## src/rtl/game_pkg.sv

```systemverilog
// Shared definitions for the guessing-game display path: digit codes,
// anode patterns, segment constants and the scan FSM state type.
package game_pkg;

  typedef logic [4:0] digit_code_t;

  localparam digit_code_t CODE_BLANK = 5'd0;
  localparam digit_code_t CODE_HEX0  = 5'd1;
  localparam digit_code_t CODE_P     = 5'd17;
  localparam digit_code_t CODE_L     = 5'd18;
  localparam digit_code_t CODE_H     = 5'd19;

  // Anode enables are active-low; one digit lit per slot.
  localparam logic [3:0] AN_OFF   = 4'b1111;
  localparam logic [3:0] AN_SLOT0 = 4'b1110;
  localparam logic [3:0] AN_SLOT1 = 4'b1101;
  localparam logic [3:0] AN_SLOT2 = 4'b1011;
  localparam logic [3:0] AN_SLOT3 = 4'b0111;

  // Segment patterns {a,b,c,d,e,f,g}, active-low.
  localparam logic [6:0] SEG_OFF  = 7'b1111111;
  localparam logic [6:0] SEG_DASH = 7'b1111110;

  typedef enum logic {
    ST_BLANK = 1'b0,
    ST_DRIVE = 1'b1
  } scan_state_t;

  // Anode pattern that lights the digit belonging to a slot.
  function automatic logic [3:0] anode_for_slot(input logic [1:0] slot);
    logic [3:0] pattern;
    case (slot)
      2'd0:    pattern = AN_SLOT0;
      2'd1:    pattern = AN_SLOT1;
      2'd2:    pattern = AN_SLOT2;
      default: pattern = AN_SLOT3;
    endcase
    return pattern;
  endfunction

endpackage

```

## src/rtl/seg_decode.sv

```systemverilog
// Combinational digit-code to seven-segment pattern decoder.
// Codes above the defined set all render as a dash.
module seg_decode
  import game_pkg::*;
(
  input  logic [4:0] code,
  output logic [6:0] seg
);

  // Map each game digit code to its active-low segment pattern.
  always_comb begin
    seg = SEG_DASH;
    case (code)
      CODE_BLANK: seg = SEG_OFF;
      CODE_HEX0:  seg = 7'b0000001;
      5'd2:       seg = 7'b1001111;
      5'd3:       seg = 7'b0010010;
      5'd4:       seg = 7'b0000110;
      5'd5:       seg = 7'b1001100;
      5'd6:       seg = 7'b0100100;
      5'd7:       seg = 7'b0100000;
      5'd8:       seg = 7'b0001111;
      5'd9:       seg = 7'b0000000;
      5'd10:      seg = 7'b0001100;
      5'd11:      seg = 7'b0001000;
      5'd12:      seg = 7'b1100000;
      5'd13:      seg = 7'b0110001;
      5'd14:      seg = 7'b1000010;
      5'd15:      seg = 7'b0110000;
      5'd16:      seg = 7'b0111000;
      CODE_P:     seg = 7'b0011000;
      CODE_L:     seg = 7'b1110001;
      CODE_H:     seg = 7'b1001000;
      default:    seg = SEG_DASH;
    endcase
  end

endmodule

```

## src/rtl/seg_scan_driver.sv

```systemverilog
// Time-multiplexed driver for the 4-digit common-anode display.
// Each slot starts with a short all-anodes-off window to stop ghosting;
// the digit inputs are snapshotted once per frame so a frame never mixes
// old and new values. A frame-granular blink blanks the anodes after a win.
// Outputs are registered and computed from the state being entered, so the
// visible outputs always match the slot/counter of the current cycle.
module seg_scan_driver
  import game_pkg::*;
#(
  parameter int CLK_DIV      = 140000,
  parameter int BLANK_CYCLES = 64,
  parameter int BLINK_FRAMES = 114
) (
  input  logic       clk,
  input  logic       rst_n,
  input  logic [4:0] digit1,
  input  logic [4:0] digit2,
  input  logic [4:0] digit3,
  input  logic [4:0] digit4,
  input  logic       blink_en,
  output logic [6:0] seg,
  output logic [3:0] an,
  output logic       dp,
  output logic       frame_tick
);

  localparam int CNT_W = $clog2(CLK_DIV);
  localparam logic [CNT_W-1:0] CNT_LAST  = CNT_W'(CLK_DIV - 1);
  localparam logic [CNT_W-1:0] BLANK_LIM = CNT_W'(BLANK_CYCLES);
  localparam logic [7:0]       BLINK_LAST = 8'(BLINK_FRAMES);

  logic             started;
  logic [1:0]       slot_idx;
  logic [CNT_W-1:0] slot_cnt;
  scan_state_t      state;
  logic [7:0]       blink_cnt;
  logic             blink_on;
  digit_code_t      snap [4];

  logic [1:0]       next_slot;
  logic [CNT_W-1:0] next_cnt;
  logic             frame_start_next;
  scan_state_t      next_state;
  logic [7:0]       blink_cnt_next;
  logic             blink_on_next;
  logic [4:0]       shown_code;
  logic [6:0]       dec_seg;

  assign dp = 1'b1;

  // Slot position for the coming cycle; the first edge after reset only
  // arms the scanner so that cycle becomes counter 0 of slot 0.
  always_comb begin
    next_slot = slot_idx;
    next_cnt  = slot_cnt;
    if (!started) begin
      next_slot = 2'd0;
      next_cnt  = '0;
    end else if (slot_cnt == CNT_LAST) begin
      next_cnt  = '0;
      next_slot = (slot_idx == 2'd3) ? 2'd0 : slot_idx + 2'd1;
    end else begin
      next_cnt = slot_cnt + 1'b1;
    end
  end

  assign frame_start_next = (next_slot == 2'd0) && (next_cnt == '0);

  // BLANK/DRIVE transition for the coming cycle.
  always_comb begin
    next_state = state;
    case (state)
      ST_BLANK: if (next_cnt >= BLANK_LIM) next_state = ST_DRIVE;
      ST_DRIVE: if (next_cnt < BLANK_LIM)  next_state = ST_BLANK;
      default:  next_state = ST_BLANK;
    endcase
  end

  // Blink bookkeeping: count frames while enabled and flip phase only as a
  // new frame begins; dropping the enable restores the display at once.
  always_comb begin
    blink_cnt_next = blink_cnt;
    blink_on_next  = blink_on;
    if (!blink_en) begin
      blink_cnt_next = 8'd0;
      blink_on_next  = 1'b1;
    end else if (frame_start_next && (blink_cnt == BLINK_LAST)) begin
      blink_cnt_next = 8'd0;
      blink_on_next  = ~blink_on;
    end else if (frame_tick) begin
      blink_cnt_next = blink_cnt + 8'd1;
    end
  end

  // At a frame start the snapshot is being reloaded, so show the live input.
  assign shown_code = frame_start_next ? digit1 : snap[next_slot];

  seg_decode u_decode (
    .code (shown_code),
    .seg  (dec_seg)
  );

  // Scan sequencer with registered segment, anode and frame outputs.
  always_ff @(posedge clk or negedge rst_n) begin
    if (!rst_n) begin
      started    <= 1'b0;
      slot_idx   <= 2'd0;
      slot_cnt   <= '0;
      state      <= ST_BLANK;
      blink_cnt  <= 8'd0;
      blink_on   <= 1'b1;
      for (int i = 0; i < 4; i++) snap[i] <= CODE_BLANK;
      seg        <= SEG_OFF;
      an         <= AN_OFF;
      frame_tick <= 1'b0;
    end else begin
      started    <= 1'b1;
      slot_idx   <= next_slot;
      slot_cnt   <= next_cnt;
      state      <= next_state;
      blink_cnt  <= blink_cnt_next;
      blink_on   <= blink_on_next;
      if (frame_start_next) begin
        snap[0] <= digit1;
        snap[1] <= digit2;
        snap[2] <= digit3;
        snap[3] <= digit4;
      end
      seg        <= dec_seg;
      an         <= ((next_state == ST_DRIVE) && blink_on_next) ?
                    anode_for_slot(next_slot) : AN_OFF;
      frame_tick <= frame_start_next;
    end
  end

endmodule
```

## config.mk

```make
export PLATFORM = sky130hd
export DESIGN_NAME = seg_scan_driver
export DESIGN_NICKNAME = d
export VERILOG_FILES = /design/src/rtl/game_pkg.sv /design/src/rtl/seg_decode.sv /design/src/rtl/seg_scan_driver.sv
export SDC_FILE = /design/constraint.sdc
export NUM_CORES = 1
export LEC_CHECK = 0
export ABC_AREA = 1
export BUFFER_PORTS_ARGS = -buffer_cell sky130_fd_sc_hd__buf_2
export CAP_MARGIN = 20
export CORE_MARGIN = 4
export CORE_UTILIZATION = 40
export DETAILED_ROUTE_END_ITERATION = 16
export HOLD_SLACK_MARGIN = 0.1
export PLACE_DENSITY = 0.56
export SETUP_SLACK_MARGIN = 0.3
export SKIP_LAST_GASP = 1
export SLEW_MARGIN = 5
export SYNTH_ARGS = -nofsm -noshare
export SYNTH_HDL_FRONTEND = slang
export SYNTH_SLANG_ARGS = --single-unit
```

## constraint.sdc

```tcl
create_clock -name clk -period 4.75 [get_ports clk]
set_input_delay 0.95 -clock clk [delete_from_list [all_inputs] [get_ports clk]]
set_output_delay 0.95 -clock clk [all_outputs]
set_load 0.02 [all_outputs]
```

==> results of run 1 <==
==> how the worst max path moves through the flow <==
stage / start / endpoint / slack, ps / depth (start not counted)
2_1_floorplan: slot_cnt[0] / seg[6] / 2250 / 20
3_3_place_gp: slot_cnt[0] / seg[2] / 1460 / 16
3_5_place_dp: slot_cnt[0] / blink_cnt[0] / 1380 / 14
4_1_cts: slot_cnt[0] / blink_cnt[0] / 1360 / 14
5_1_grt: slot_cnt[0] / seg[0] / 900 / 16
6_report: slot_cnt[0] / seg[2] / 1380 / 16
==> logic make-up after synthesis <==
group | synth area share, %
AND/OR/NAND/NOR | 38.74
adder cells (fa/ha/maj) | 3.077
buffers and inverters | 8.239
flip-flops | 42.80
other | 0.1025
AO/OA/AOI/OAI | 4.650
XOR/XNOR | 2.393
==> sequential cells by signal (all words and copies together) (netlist names) <==
register and count:
blink_on 1, frame_tick 1, seg 7, snap 20, slot_cnt 18, an 4
started 1, blink_cnt 8, slot_idx 2
==> stage by stage <==
step	util (%)	hold WS (ps)	setup WS, ps
2_1_floorplan	-	442.2	2253
6_report	46.73	486.4	1381
5_1_grt	46.73	512.9	901.4
3_5_place_dp	44.50	479.6	1377
3_3_place_gp	44.50	469.3	1464
4_1_cts	46.73	488.2	1357
==> metal layers <==
layer  up-vias  track usage, %  wire length (um)
met4         0           5.413                65
met1      1439           22.93              4084
li1       1659               -                 -
met3         4           3.669               413
met5         -               0                 0
met2        74           24.58              3751
==> power breakdown <==
| part | total, mW | internal [mW] | switching (mW) | leakage [nW] |
|---|---|---|---|---|
| Sequential | 0.614 | 0.588 | 0.0261 | 0.778 |
| Clock | 0.469 | 0.243 | 0.226 | 0.0956 |
| Combinational | 0.242 | 0.0790 | 0.163 | 1.27 |
==> layout by cell type, fill, tap and decap left out, types with 3 or more instances in the layout <==
cell        n
inv_1      57
nor2_2     11
dfrtp_1    50
nand3_1    36
clkbuf_8    9
o21ai_0    22
buf_2      34
inv_2       7
dfstp_2    12
nor2_1     52
nand4_1    14
xor2_1      8
nand2_2     8
nand2_1   184
nor3_1      4
nor2_4      3
ha_1        9
o21ai_1     5
==> layout make-up <==
cell class / count / share of cell area (%)
well taps: 108 / 3.284
multi-input cells: 374 / 43.63
inverters: 65 / 5.929
repair buffers: 35 / 4.317
flip-flops and latches: 62 / 38.07
clock buffers: 9 / 3.010
clock inverters: 7 / 1.763
==> impl_metrics.tcl, run 1 <==
set metrics [dict create \
    period_share_pct 70.93 \
    syn_inst 510 \
    hold_start "slot_cnt[0]" \
    fp.coreArea_mm2 0.008806 \
    rr_startpoint "slot_cnt[0]" \
    critPathTopFamily "simple AND/OR/NAND/NOR gates" \
    hold_viol_final 0 \
    relSlewSlack_pct 47.61 \
    wl_per_cell_um 12.60 \
    max_freq_ghz 0.2968 \
    root_buffer "clkbuf_8" \
    ys_seq_area_share_pct 42.80 \
    finalSetupTns_ps 0 \
    fillers 892 \
    cts_max_level 3 \
    grt-ovfl-total 0 \
    critPathBufInv 3 \
    required_ps 5030 \
    synth.most_common_cell "nand2_1" \
    yosysTopAreaCell "dfrtp_1" \
    start_util_pct 41.56 \
    clkTransAtPathRegs_ps 70 \
    worstSetupPathType "flop to flop" \
    slowest_stage "nand3_1" \
    path_cells "ha_1 -> nand2_2 -> inv_2 -> nand2_1 -> nor2_2 -> nand4_1 -> nand3_1 -> nand2_1 -> nor2_4 -> nand3_4 -> inv_2 -> nand2_1 -> nand2_2 -> inv_2 -> nand2_1 -> o21a_1" \
    fin_nets 579 \
    worst_pin_slew_ps 785.8 \
    io_pins 36 \
    p_leak_nw 2.142 \
    cts_tree "built" \
    io_buffers 34 \
    antenna_cells 0 \
    fp.dieH_um 103.7 \
    antenna_found_initial 0 \
    grt_max_degree 63 \
    synth_commonest_cells "nand2_1, inv_1, nor2_1" \
    seqCellArea_mm2 0.001567 \
    synth_top_area_share_pct 34.19 \
    max-cap-violations 0 \
    cts_buffers 9 \
    synth_seq_cells 62 \
    grt_pass1_vias 3023 \
    ctsHoldBuffers 0 \
    slowest_delay_ps 580 \
    wl_um 8315 \
    worstHoldEndpoint "slot_cnt[0]" \
    outcome "complete, no violations" \
    p_per_area_mw_per_mm2 322.0 \
    rows 34 \
    place_congestion 0.8745 \
    cp-end-kind "flop" \
    hold_path.class "flop to flop" \
    crit_top_cell "nand2_1" \
    placed_area_mm2 0.003919 \
    reg2reg_to "seg[2]" \
    syn_to_final_growth_pct 12.44 \
    die_x_um 103.7 \
    avgSynthCellArea_um2 7.176 \
    reg2reg_depth 16 \
    final_cells 660 \
    dp_hpwl_um 6211 \
    setup_viol 0 \
    ir_worst_vdd_mv 0.1327 \
    vias 3176 \
    grt_pass1_wl_um 14260 \
    synth.distinct_cells 37 \
    yosys_warnings 0 \
    drtAntennaViolNets 0 \
    die_area_mm2 0.01074 \
    synth_edf_count 0 \
    placed_cells_incl_taps 644 \
    firstDrtPassIters 5 \
    fin_skew_ps 10.12 \
    finalCriticalPeriod_ps 3369 \
    clock_path_buffers 2 \
    grt.total_usage_pct 16.22 \
    netlist_area_mm2 0.003660 \
    drv_slew 0 \
    cts_sinks 62 \
    multi_input_area_mm2 0.001795 \
    drive_above_1_share_pct 17.57 \
    cp-start-kind "flop" \
    postCtsSetupRepairBufs 0 \
    clock_latency_ps 340 \
    vias_per_cell 4.812 \
    rsz0062_at_grt "false" \
    hold_path_depth 1 \
    async_flop_share_pct 100.0 \
    p_total_mw 1.325 \
    final_area_mm2 0.004115 \
    synthFlopType "dfrtp_1" \
    reg2reg_slack_ps 1380 \
    drc 0 \
    crit_fanout 29 \
    crit_arrival_ps 3650 \
    drtIter0Drc 130 \
    ctsResizeCount 0 \
    synth.area.top_cells "dfrtp_1, nand2_1, dfstp_2" \
]
Power figures use the tool's default switching activity.
==> inputs of run 2 (changes only) <==
ABC_AREA = 0   (was 1)
clock period = 3.3 ns   (was 4.75 ns; I/O delays follow)
==> run 2 against run 1 <==
The flow now finishes with violations (setup timing). Clock-buffer cell count grew 4. Routed wire length fell by 3.3%. Cell area rose by 9.8%. Final cell count decreased by 16%. Utilization rose by 7.2 points. Critical path depth down 4. Largest power group unchanged.
==> impl_metrics.tcl, run 2 <==
set metrics [dict create \
    regMostFlops "snap" \
    io_buffers 34 \
    synthFlopType "dfrtp_1" \
    synth.area.top_cells "dfrtp_1, dfstp_2, nand2_1" \
    period_share_pct 101.0 \
    violations "setup timing" \
    largest_reg_flops 20 \
    firstDrtPassIters 4 \
    die_area_mm2 0.01031 \
    critPathBufInv 3 \
    switching_power_mw 0.5519 \
    synth_commonest_cells "nand2_1, dfrtp_1, nor2_1" \
    drive_above_1_share_pct 36.14 \
    p_total_mw 1.917 \
    ys_seq_area_share_pct 44.78 \
    max_freq_ghz 0.3001 \
    clkTransAtPathRegs_ps 70 \
    grt_max_degree 25 \
    cts_sinks 62 \
    die_x_um 101.5 \
    hold_viol_final 0 \
    start_util_pct 41.74 \
    switching_share_pct 28.79 \
    vias_per_cell 5.158 \
    dp_hpwl_um 5819 \
    power.share.sequential_pct 45.3 \
    slowest_stage "or4b_4" \
    hold_ws_ps 277.4 \
    drv_slew 0 \
    cts_max_level 3 \
    finish.utilization_pct 53.89 \
    fin_skew_ps 6.122 \
    async_flop_share_pct 100.0 \
    wl_per_cell_um 14.46 \
    rows 33 \
    finalSetupTns_ps -41.57 \
    avgSynthCellArea_um2 9.532 \
    synth_seq_cells 62 \
    setup_viol 4 \
    antenna_cells 0 \
    cts_buffers 9 \
    io_pins 36 \
    worst_slack_ps -32.40 \
    slowest_delay_ps 550 \
    wl_um 8040 \
    required_ps 3560 \
    critPathTopFamily "simple AND/OR/NAND/NOR gates" \
    synth_top_area_share_pct 35.77 \
    p_per_area_mw_per_mm2 424.5 \
    dp_slack_ps -117.3 \
    syn_to_final_growth_pct 29.11 \
    p_leak_nw 1.994 \
    crit_top_cell "buf_4" \
    top_regs "snap (20), slot_cnt (18), blink_cnt (8)" \
    layout_commonest_cell "nand2_1" \
    fp.coreArea_mm2 0.008382 \
    cts_tree "built" \
    synth_edf_count 0 \
    grt_pass1_wl_um 13600 \
    antenna_found_initial 0 \
    ir_worst_vdd_mv 0.2726 \
    drtIter0Drc 109 \
    yosysTopAreaCell "dfrtp_1" \
    drc 0 \
    rsz0062_at_grt "true" \
    drtAntennaViolNets 0 \
    crit_fanout 7 \
    p_clk_share_pct 33.7 \
    cp-start-kind "flop" \
    path_cells "or4b_4 -> nor4_4 -> buf_4 -> nand2_1 -> buf_6 -> and2_1 -> o31ai_2 -> nand2_2 -> buf_4 -> mux2_4 -> o41a_1 -> o22a_1" \
    place_congestion 0.8923 \
    syn_inst 367 \
    root_buffer "clkbuf_8" \
    hold_path.class "primary input to asynchronous set/reset pin" \
    netlist_area_mm2 0.003498 \
    outcome "complete, but fails checks" \
    clock_latency_ps 340 \
    grt-ovfl-total 0 \
    finalCriticalPeriod_ps 3332 \
    fin_nets 478 \
    comb_power_share_pct 21.0 \
    crit_arrival_ps 3600 \
    grt.total_usage_pct 16.68 \
    cp-end-kind "flop" \
    yosys_warnings 0 \
    fillers 803 \
    fp.dieH_um 101.5 \
    synth.most_common_cell "nand2_1" \
    synth.distinct_cells 65 \
    clock_path_buffers 2 \
    max-cap-violations 0 \
    p_int_mw 1.365 \
    layout_common_cells "nand2_1, dfrtp_1, buf_4" \
    grt_pass1_vias 2914 \
    worstSetupPathType "flop to flop" \
    vias 2868 \
]
[run 2: cell count changes in the layout (fill, tap and decap cells not counted), sizes merged, moves of 16 or more]
cell / change
buf: +51
inv: -51
nand2: -120
xnor2: +16
nand3: -27
nor2: -25
o21ai: -22
[run 2: stage by stage]
step	area [um2]	cells
6_report	4517	556
3_5_place_dp	4068	531
4_1_cts	4387	550
5_1_grt	4517	556
2_1_floorplan	3533	368
3_3_place_gp	4068	531
[run 2: worst register-to-register path, cell delays in order, from the launching register on]
cell and delay [ps]:
dfrtp_1 380, or4b_4 550, nor4_4 340, buf_4 180
nand2_1 100, buf_6 150, and2_1 150, o31ai_2 80
nand2_2 190, buf_4 190, mux2_4 330, o41a_1 410
o22a_1 190
[run 2: layout make-up]
type                            count  area (um2)  area share [%]
Multi-Input combinational cell    273        1996           44.18
Sequential cell                    62        1567           34.68
Timing Repair Buffer               86       571.8           12.66
Clock buffer                       13       138.9           3.075
Tap cell                          105       131.4           2.909
Inverter                           14       67.56           1.496
Clock inverter                      3       45.04          0.9972
[run 2: path summary, 6_finish.rpt]
| path | end | cells after the start | start | slack [ps] |
|---|---|---|---|---|
| worst max-delay path | seg[6] | 12 | slot_cnt[16] | -30 |
| worst min-delay path | slot_cnt[0] | 1 | rst_n | 280 |
| worst max register to register | seg[6] | 12 | slot_cnt[16] | -30 |
| worst min register to register | snap[11] | 2 | snap[11] | 480 |
| max in group asynchronous | blink_on | 2 | rst_n | 2280 |
| min in group clk | snap[11] | 2 | snap[11] | 480 |
[run 2: power by group through the flow]
stage | Sequential (mW) | Clock [mW] | Combinational (mW)
floorplan | 0.901 | 0 | 0.199
global placement | 0.883 | 0 | 0.347
detailed placement | 0.884 | 0 | 0.350
CTS | 0.870 | 0.663 | 0.377
global route | 0.877 | 0.700 | 0.445
finish | 0.869 | 0.646 | 0.402
[run 2: cell families (layout without fill, tap and decap cells)]
| family | count (synthesis) | count (layout) | synth area share (%) |
|---|---|---|---|
| simple gates | 180 | 180 | 25.07 |
| flops | 62 | 62 | 44.78 |
| compound gates | 40 | 40 | 9.657 |
| buf+inv | 33 | 116 | 4.149 |
| xor+xnor | 27 | 27 | 6.760 |
| mux | 15 | 15 | 6.259 |
| fa+ha+maj | 9 | 9 | 3.219 |
| other cells | 1 | 2 | 0.1072 |
[run 2: what timing repair did]
item,in CTS,in global routing
hold buffers,0,0
pin swaps,5,9
setup buffers,3,6
endpoints found under the setup margin,34,35
gates resized for setup,24,15
[run 2: per-layer routing]
| layer | share of wire, % | vias to the layer above | routed length [um] | GRT usage, % |
|---|---|---|---|---|
| li1 | - | 1423 | - | - |
| met1 | 49 | 1371 | 3904 | 22.81 |
| met2 | 45 | 63 | 3633 | 25.00 |
| met3 | 4.7 | 11 | 375 | 4.752 |
| met4 | 1.6 | 0 | 127 | 6.544 |
| met5 | 0 | - | 0 | 0 |
